### config.mk
export PLATFORM = sky130hd
export DESIGN_NAME = axis_rms_level_monitor
export DESIGN_NICKNAME = d
export VERILOG_FILES = /design/src/rtl/axis_rms_level_monitor.sv
export SDC_FILE = /design/constraint.sdc
export NUM_CORES = 1
export LEC_CHECK = 0
export BUFFER_PORTS_ARGS = -buffer_cell sky130_fd_sc_hd__buf_2
export CAP_MARGIN = 0
export CORE_MARGIN = 1
export CORE_UTILIZATION = 45
export DETAILED_ROUTE_END_ITERATION = 8
export GPL_TIMING_DRIVEN = 1
export MAX_ROUTING_LAYER = met4
export PLACE_DENSITY = 0.73
export SLEW_MARGIN = 40
export SYNTH_ARGS = -nofsm -noshare
export SYNTH_HDL_FRONTEND = slang
export SYNTH_SLANG_ARGS = --single-unit
### constraint.sdc
create_clock -name aclk -period 2.42 [get_ports aclk]
set_input_delay 0.242 -clock aclk [delete_from_list [all_inputs] [get_ports aclk]]
set_output_delay 0.242 -clock aclk [all_outputs]
set_load 0.03 [all_outputs]
### src/rtl/axis_rms_level_monitor.sv
// RMS stream pass-through register slice with a debounced, hysteretic over-level alarm.
// Optional peak-hold tracker enabled by defining RMS_MONITOR_PEAK_HOLD_EN.
module axis_rms_level_monitor #(
  parameter int DATA_WIDTH = 16,
  parameter int DEB_WIDTH  = 8
) (
  input  logic                  aclk,
  input  logic                  resetn,
  input  logic [DATA_WIDTH-1:0] s_axis_tdata,
  input  logic                  s_axis_tvalid,
  output logic                  s_axis_tready,
  output logic [DATA_WIDTH-1:0] m_axis_tdata,
  output logic                  m_axis_tvalid,
  input  logic                  m_axis_tready,
  input  logic [DATA_WIDTH-1:0] th_high,
  input  logic [DATA_WIDTH-1:0] th_low,
  input  logic [DEB_WIDTH-1:0]  debounce_count,
`ifdef RMS_MONITOR_PEAK_HOLD_EN
  input  logic                  peak_clear,
  output logic [DATA_WIDTH-1:0] peak_rms,
`endif
  output logic                  alarm,
  output logic                  alarm_set,
  output logic                  alarm_clr
);

  typedef enum logic [1:0] {
    ST_OK       = 2'd0,
    ST_OVR_PEND = 2'd1,
    ST_ALARM    = 2'd2,
    ST_CLR_PEND = 2'd3
  } state_t;

  state_t                 state_r;
  state_t                 state_nxt_s;
  logic [DEB_WIDTH-1:0]   cnt_r;
  logic [DEB_WIDTH-1:0]   cnt_nxt_s;
  logic [DEB_WIDTH-1:0]   deb_s;
  logic [DEB_WIDTH:0]     cnt_inc_s;
  logic                   deb_done_s;
  logic                   deb_one_s;
  logic                   accept_s;
  logic                   hi_s;
  logic                   lo_s;
  logic                   set_nxt_s;
  logic                   clr_nxt_s;

  assign s_axis_tready = !m_axis_tvalid | m_axis_tready;
  assign accept_s      = s_axis_tvalid & s_axis_tready;
  assign hi_s          = (s_axis_tdata > th_high);
  assign lo_s          = (s_axis_tdata < th_low);
  // One extra bit keeps the increment exact even if D was lowered below the running count.
  assign cnt_inc_s     = {1'b0, cnt_r} + (DEB_WIDTH+1)'(1);
  assign deb_done_s    = (cnt_inc_s >= {1'b0, deb_s});
  assign deb_one_s     = (deb_s == DEB_WIDTH'(1));

  // Effective debounce length: zero behaves as one.
  always_comb begin
    deb_s = debounce_count;
    if (debounce_count == DEB_WIDTH'(0)) begin
      deb_s = DEB_WIDTH'(1);
    end else begin
      deb_s = debounce_count;
    end
  end

  // Alarm FSM next state; only accepted samples advance it.
  always_comb begin
    state_nxt_s = state_r;
    cnt_nxt_s   = cnt_r;
    set_nxt_s   = 1'b0;
    clr_nxt_s   = 1'b0;
    if (accept_s) begin
      case (state_r)
        ST_OK: begin
          if (hi_s && deb_one_s) begin
            state_nxt_s = ST_ALARM;
            set_nxt_s   = 1'b1;
          end else if (hi_s) begin
            state_nxt_s = ST_OVR_PEND;
            cnt_nxt_s   = DEB_WIDTH'(1);
          end else begin
            state_nxt_s = ST_OK;
          end
        end
        ST_OVR_PEND: begin
          if (hi_s && deb_done_s) begin
            state_nxt_s = ST_ALARM;
            cnt_nxt_s   = DEB_WIDTH'(0);
            set_nxt_s   = 1'b1;
          end else if (hi_s) begin
            cnt_nxt_s   = cnt_inc_s[DEB_WIDTH-1:0];
          end else begin
            state_nxt_s = ST_OK;
            cnt_nxt_s   = DEB_WIDTH'(0);
          end
        end
        ST_ALARM: begin
          if (lo_s && deb_one_s) begin
            state_nxt_s = ST_OK;
            clr_nxt_s   = 1'b1;
          end else if (lo_s) begin
            state_nxt_s = ST_CLR_PEND;
            cnt_nxt_s   = DEB_WIDTH'(1);
          end else begin
            state_nxt_s = ST_ALARM;
          end
        end
        ST_CLR_PEND: begin
          if (lo_s && deb_done_s) begin
            state_nxt_s = ST_OK;
            cnt_nxt_s   = DEB_WIDTH'(0);
            clr_nxt_s   = 1'b1;
          end else if (lo_s) begin
            cnt_nxt_s   = cnt_inc_s[DEB_WIDTH-1:0];
          end else begin
            state_nxt_s = ST_ALARM;
            cnt_nxt_s   = DEB_WIDTH'(0);
          end
        end
        default: begin
          state_nxt_s = ST_OK;
          cnt_nxt_s   = DEB_WIDTH'(0);
        end
      endcase
    end else begin
      state_nxt_s = state_r;
      cnt_nxt_s   = cnt_r;
    end
  end

  // Slice, FSM state and alarm outputs all update on the same edge as the data.
  always_ff @(posedge aclk) begin
    if (!resetn) begin
      m_axis_tdata  <= {DATA_WIDTH{1'b0}};
      m_axis_tvalid <= 1'b0;
      state_r       <= ST_OK;
      cnt_r         <= DEB_WIDTH'(0);
      alarm         <= 1'b0;
      alarm_set     <= 1'b0;
      alarm_clr     <= 1'b0;
    end else begin
      if (accept_s) begin
        m_axis_tdata  <= s_axis_tdata;
        m_axis_tvalid <= 1'b1;
      end else if (m_axis_tready) begin
        m_axis_tvalid <= 1'b0;
      end else begin
        m_axis_tvalid <= m_axis_tvalid;
      end
      state_r   <= state_nxt_s;
      cnt_r     <= cnt_nxt_s;
      alarm     <= (state_nxt_s == ST_ALARM) || (state_nxt_s == ST_CLR_PEND);
      alarm_set <= set_nxt_s;
      alarm_clr <= clr_nxt_s;
    end
  end

`ifdef RMS_MONITOR_PEAK_HOLD_EN
  // Peak tracker; a clear coinciding with an accept restarts from that sample.
  always_ff @(posedge aclk) begin
    if (!resetn) begin
      peak_rms <= {DATA_WIDTH{1'b0}};
    end else if (peak_clear) begin
      peak_rms <= accept_s ? s_axis_tdata : {DATA_WIDTH{1'b0}};
    end else if (accept_s && (s_axis_tdata > peak_rms)) begin
      peak_rms <= s_axis_tdata;
    end else begin
      peak_rms <= peak_rms;
    end
  end
`else
  // Peak hold not built in this configuration.
`endif

endmodule

==> flow_summary.yaml <==
run_status:
  status: "finished with violations"
  failed_checks: "setup timing"
final_layout:
  syn2layout_area_growth_pct: 33.9
  fin_nets: 494
  postLayoutCoreUtil_pct: 63.1
  antennaDiodeCount: 0
  fillCellCount: 465
  final_common_cell: "buf_2"
  drive_above_1_share_pct: 36.5
  final_cell_mix: "buf_2, nand2_1, inv_1"
  design_area_sq_um: 3270
yosys:
  async_reset_ff_share_pct: 0
  syn_area_sq_um: 2440
  ys_ff_latch: 30
  synth_nets: 398
  yosys-top-cells-area: "dfxtp_1, ha_1, nand2_1, inv_1, a21boi_0"
  syn_area_per_cell_sq_um: 8.18
  synthDistinctLibCells: 48
  ys.flop_type: "dfxtp_1"
  synth_top_area_share_pct: 24.6
  yosys_warnings: 0
  synth-edff-count: 0
  synth_largest_area_cell: "dfxtp_1"
  yosysSeqAreaShare_pct: 24.6
  synthCells: 298
pwr:
  power.leakage_nw: 1.67
  p_sw_share_pct: 31.8
  p_int_w: 0.000909
  power_density_nw_per_um2: 408
  seqPwrFrac_pct: 39.6
  peakVddDrop_uv: 222
  clkPwrFrac_pct: 31.9
  p_switching_w: 0.000424
  power_frac_comb_pct: 28.4
timing:
  max_freq_ghz: 0.412
  slew_viol_final: 0
  post-route-period-util_pct: 100
  rsz0062_at_grt: "true"
  finalClockSkew_ns: 0.00252
  worstMarginPinSlew_ns: 0.632
  worst_slack_ns: -0.00739
  fin_crit_ns: 2.43
  setup_viol: 1
  relSlewSlack_pct: 57.9
  hold_violations: 0
clocking:
  cts_buffers: 5
  cts_tree: "built"
  cts-root-buf: "clkbuf_8"
  hold_buffers: 0
  insertion_delay_ns: 0.29
  cts_sinks: 30
  cts.reportedPaths.clkPinSlew_ns: 0.07
  cts.path.max_buffers: 2
  cts_max_level: 2
global_routing:
  grt_pass1_wl_um: 9200
  grt_usage_pct: 21.9
  grt-ovfl-total: 0
  grt_antenna_before_repair: 0
  grt_pass1_vias: 2085
  grt_max_degree: 21
floorplanning:
  dieArea_sq_um: 5720
  die_y_um: 75.6
  fp.coreArea_sq_um: 5170
  fp.dieW_um: 75.6
  ios: 81
  start_util_pct: 47.1
  rows: 26
route:
  ant_nets: 0
  firstDrtPassIters: 4
  drc: 0
  vias: 2414
  wl_per_cell_um: 13.3
  viasPerCell: 5.19
  routed_wl_um: 6180
  drt_iter0_drc: 66
critical_path:
  critPathMaxFanout: 4
  cp-start-kind: "flip-flop"
  path_buf_inv: 0
  cp.arrival_ns: 2.61
  worstSetupPathType: "reg -> reg"
  worstPathRequired_ns: 2.60
  endpoint_kind: "flip-flop"
  path_cells: "ha_4, nand4_1, nor2_2, xor2_2, ha_4, a21oi_2, o21ai_2, or3b_4, and3_4, o21a_1"
  cp_slowest_cell: "or3b_4"
  slowest_delay_ns: 0.41
  critical-path-top-delay-family: "simple AND/OR/NAND/NOR gates"
  cp_common_cell: "ha_4"
worst_hold_path:
  worstHoldPathType: "in -> reg"
placement:
  place_congestion: 0.874
  dpl.hpwl_um: 4770
  postPlaceCellArea_sq_um: 3030
  numPortBuffers: 80
run:
  drv_cap: 0
sequential cells by signal, summed over array words and instances, names as in the netlist:
name           flops
alarm              1
m_axis_tvalid      1
alarm_clr          1
state_r            2
m_axis_tdata      16
cnt_r              8
alarm_set          1
kinds of logic (layout without fill, tap and decap cells):
kind of cell / Yosys count / in the layout / synth area share, %
simple gates: 95 / 95 / 21.6
fa+ha+maj: 40 / 40 / 20.5
flops: 30 / 30 / 24.6
compound gates: 69 / 69 / 20.7
buf+inv: 55 / 152 / 9.18
xor+xnor: 6 / 6 / 2.16
mux: 3 / 3 / 1.23
power by group through the flow:
| stage | sequential (W) | clock [W] | combinational (W) |
|---|---|---|---|
| after floorplan | 0.000573 | 0 | 0.000201 |
| after global placement | 0.000537 | 0 | 0.000358 |
| after detailed placement | 0.000538 | 0 | 0.000367 |
| after CTS | 0.000529 | 0.000431 | 0.000373 |
| after global routing | 0.000531 | 0.000460 | 0.000419 |
| final | 0.000528 | 0.000426 | 0.000379 |
synthesized netlist by cell type (all sizes together), types with 6 or more instances:
cell type,count
o2111ai,6
clkbuf,8
nand2,47
a21boi,19
nor2,6
and2,6
dfxtp,30
inv,46
nand4,8
and3,6
ha,40
a21oi,14
area by class of cell:
type | instances | area [sq um] | share of cell area, %
multi-input cells | 213 | 1770 | 54.2
clock buffers | 7 | 86.3 | 2.64
flip-flops and latches | 30 | 608 | 18.6
inverters | 46 | 173 | 5.29
well taps | 70 | 87.6 | 2.68
clock inverters | 1 | 5.00 | 0.153
repair buffers | 98 | 536 | 16.4
worst paths after layout:
check	endpoint	cells after the start	slack, ns	from
hold / removal	m_axis_tdata[0]	3	0.23	s_axis_tdata[0]
setup / recovery	alarm	10	-0.007	cnt_r[0]
setup reg to reg	alarm	10	-0.007	cnt_r[0]
hold reg to reg	m_axis_tdata[0]	2	0.46	m_axis_tdata[0]
layer usage:
layer	part of all wire, %	global-route usage [%]	vias up
met5	0	-	-
met4	1.8	6.79	0
met3	5.3	3.44	13
met2	47	36.5	79
met1	46	27.3	1093
li1	-	-	1229
repair_timing:
action	in CTS	in global routing
pin swaps	11	10
setup buffers	2	0
endpoints found under the setup margin	10	11
gates resized for setup	12	11
worst reg2reg max path, cell delays in order (launching register included):
cell and delay, ns:
dfxtp_4 0.38, ha_4 0.16, nand4_1 0.12, nor2_2 0.19
xor2_2 0.27, ha_4 0.26, a21oi_2 0.13, o21ai_2 0.07
or3b_4 0.41, and3_4 0.17, o21a_1 0.18
per-stage QoR:
step                hold slack [ns]  setup slack [ns]  setup TNS [ns]  power, W  instances
floorplan                     0.381           -0.0849          -0.473  0.000774        298
global placement              0.448            -0.192          -0.966  0.000895        455
detailed placement            0.453            -0.230           -1.56  0.000905        455
CTS                           0.224           -0.0149         -0.0257   0.00133        465
global route                  0.231           -0.0972          -0.672   0.00141        465
finish                        0.225          -0.00739        -0.00739   0.00133        465
(Power assumes the default switching activity.)
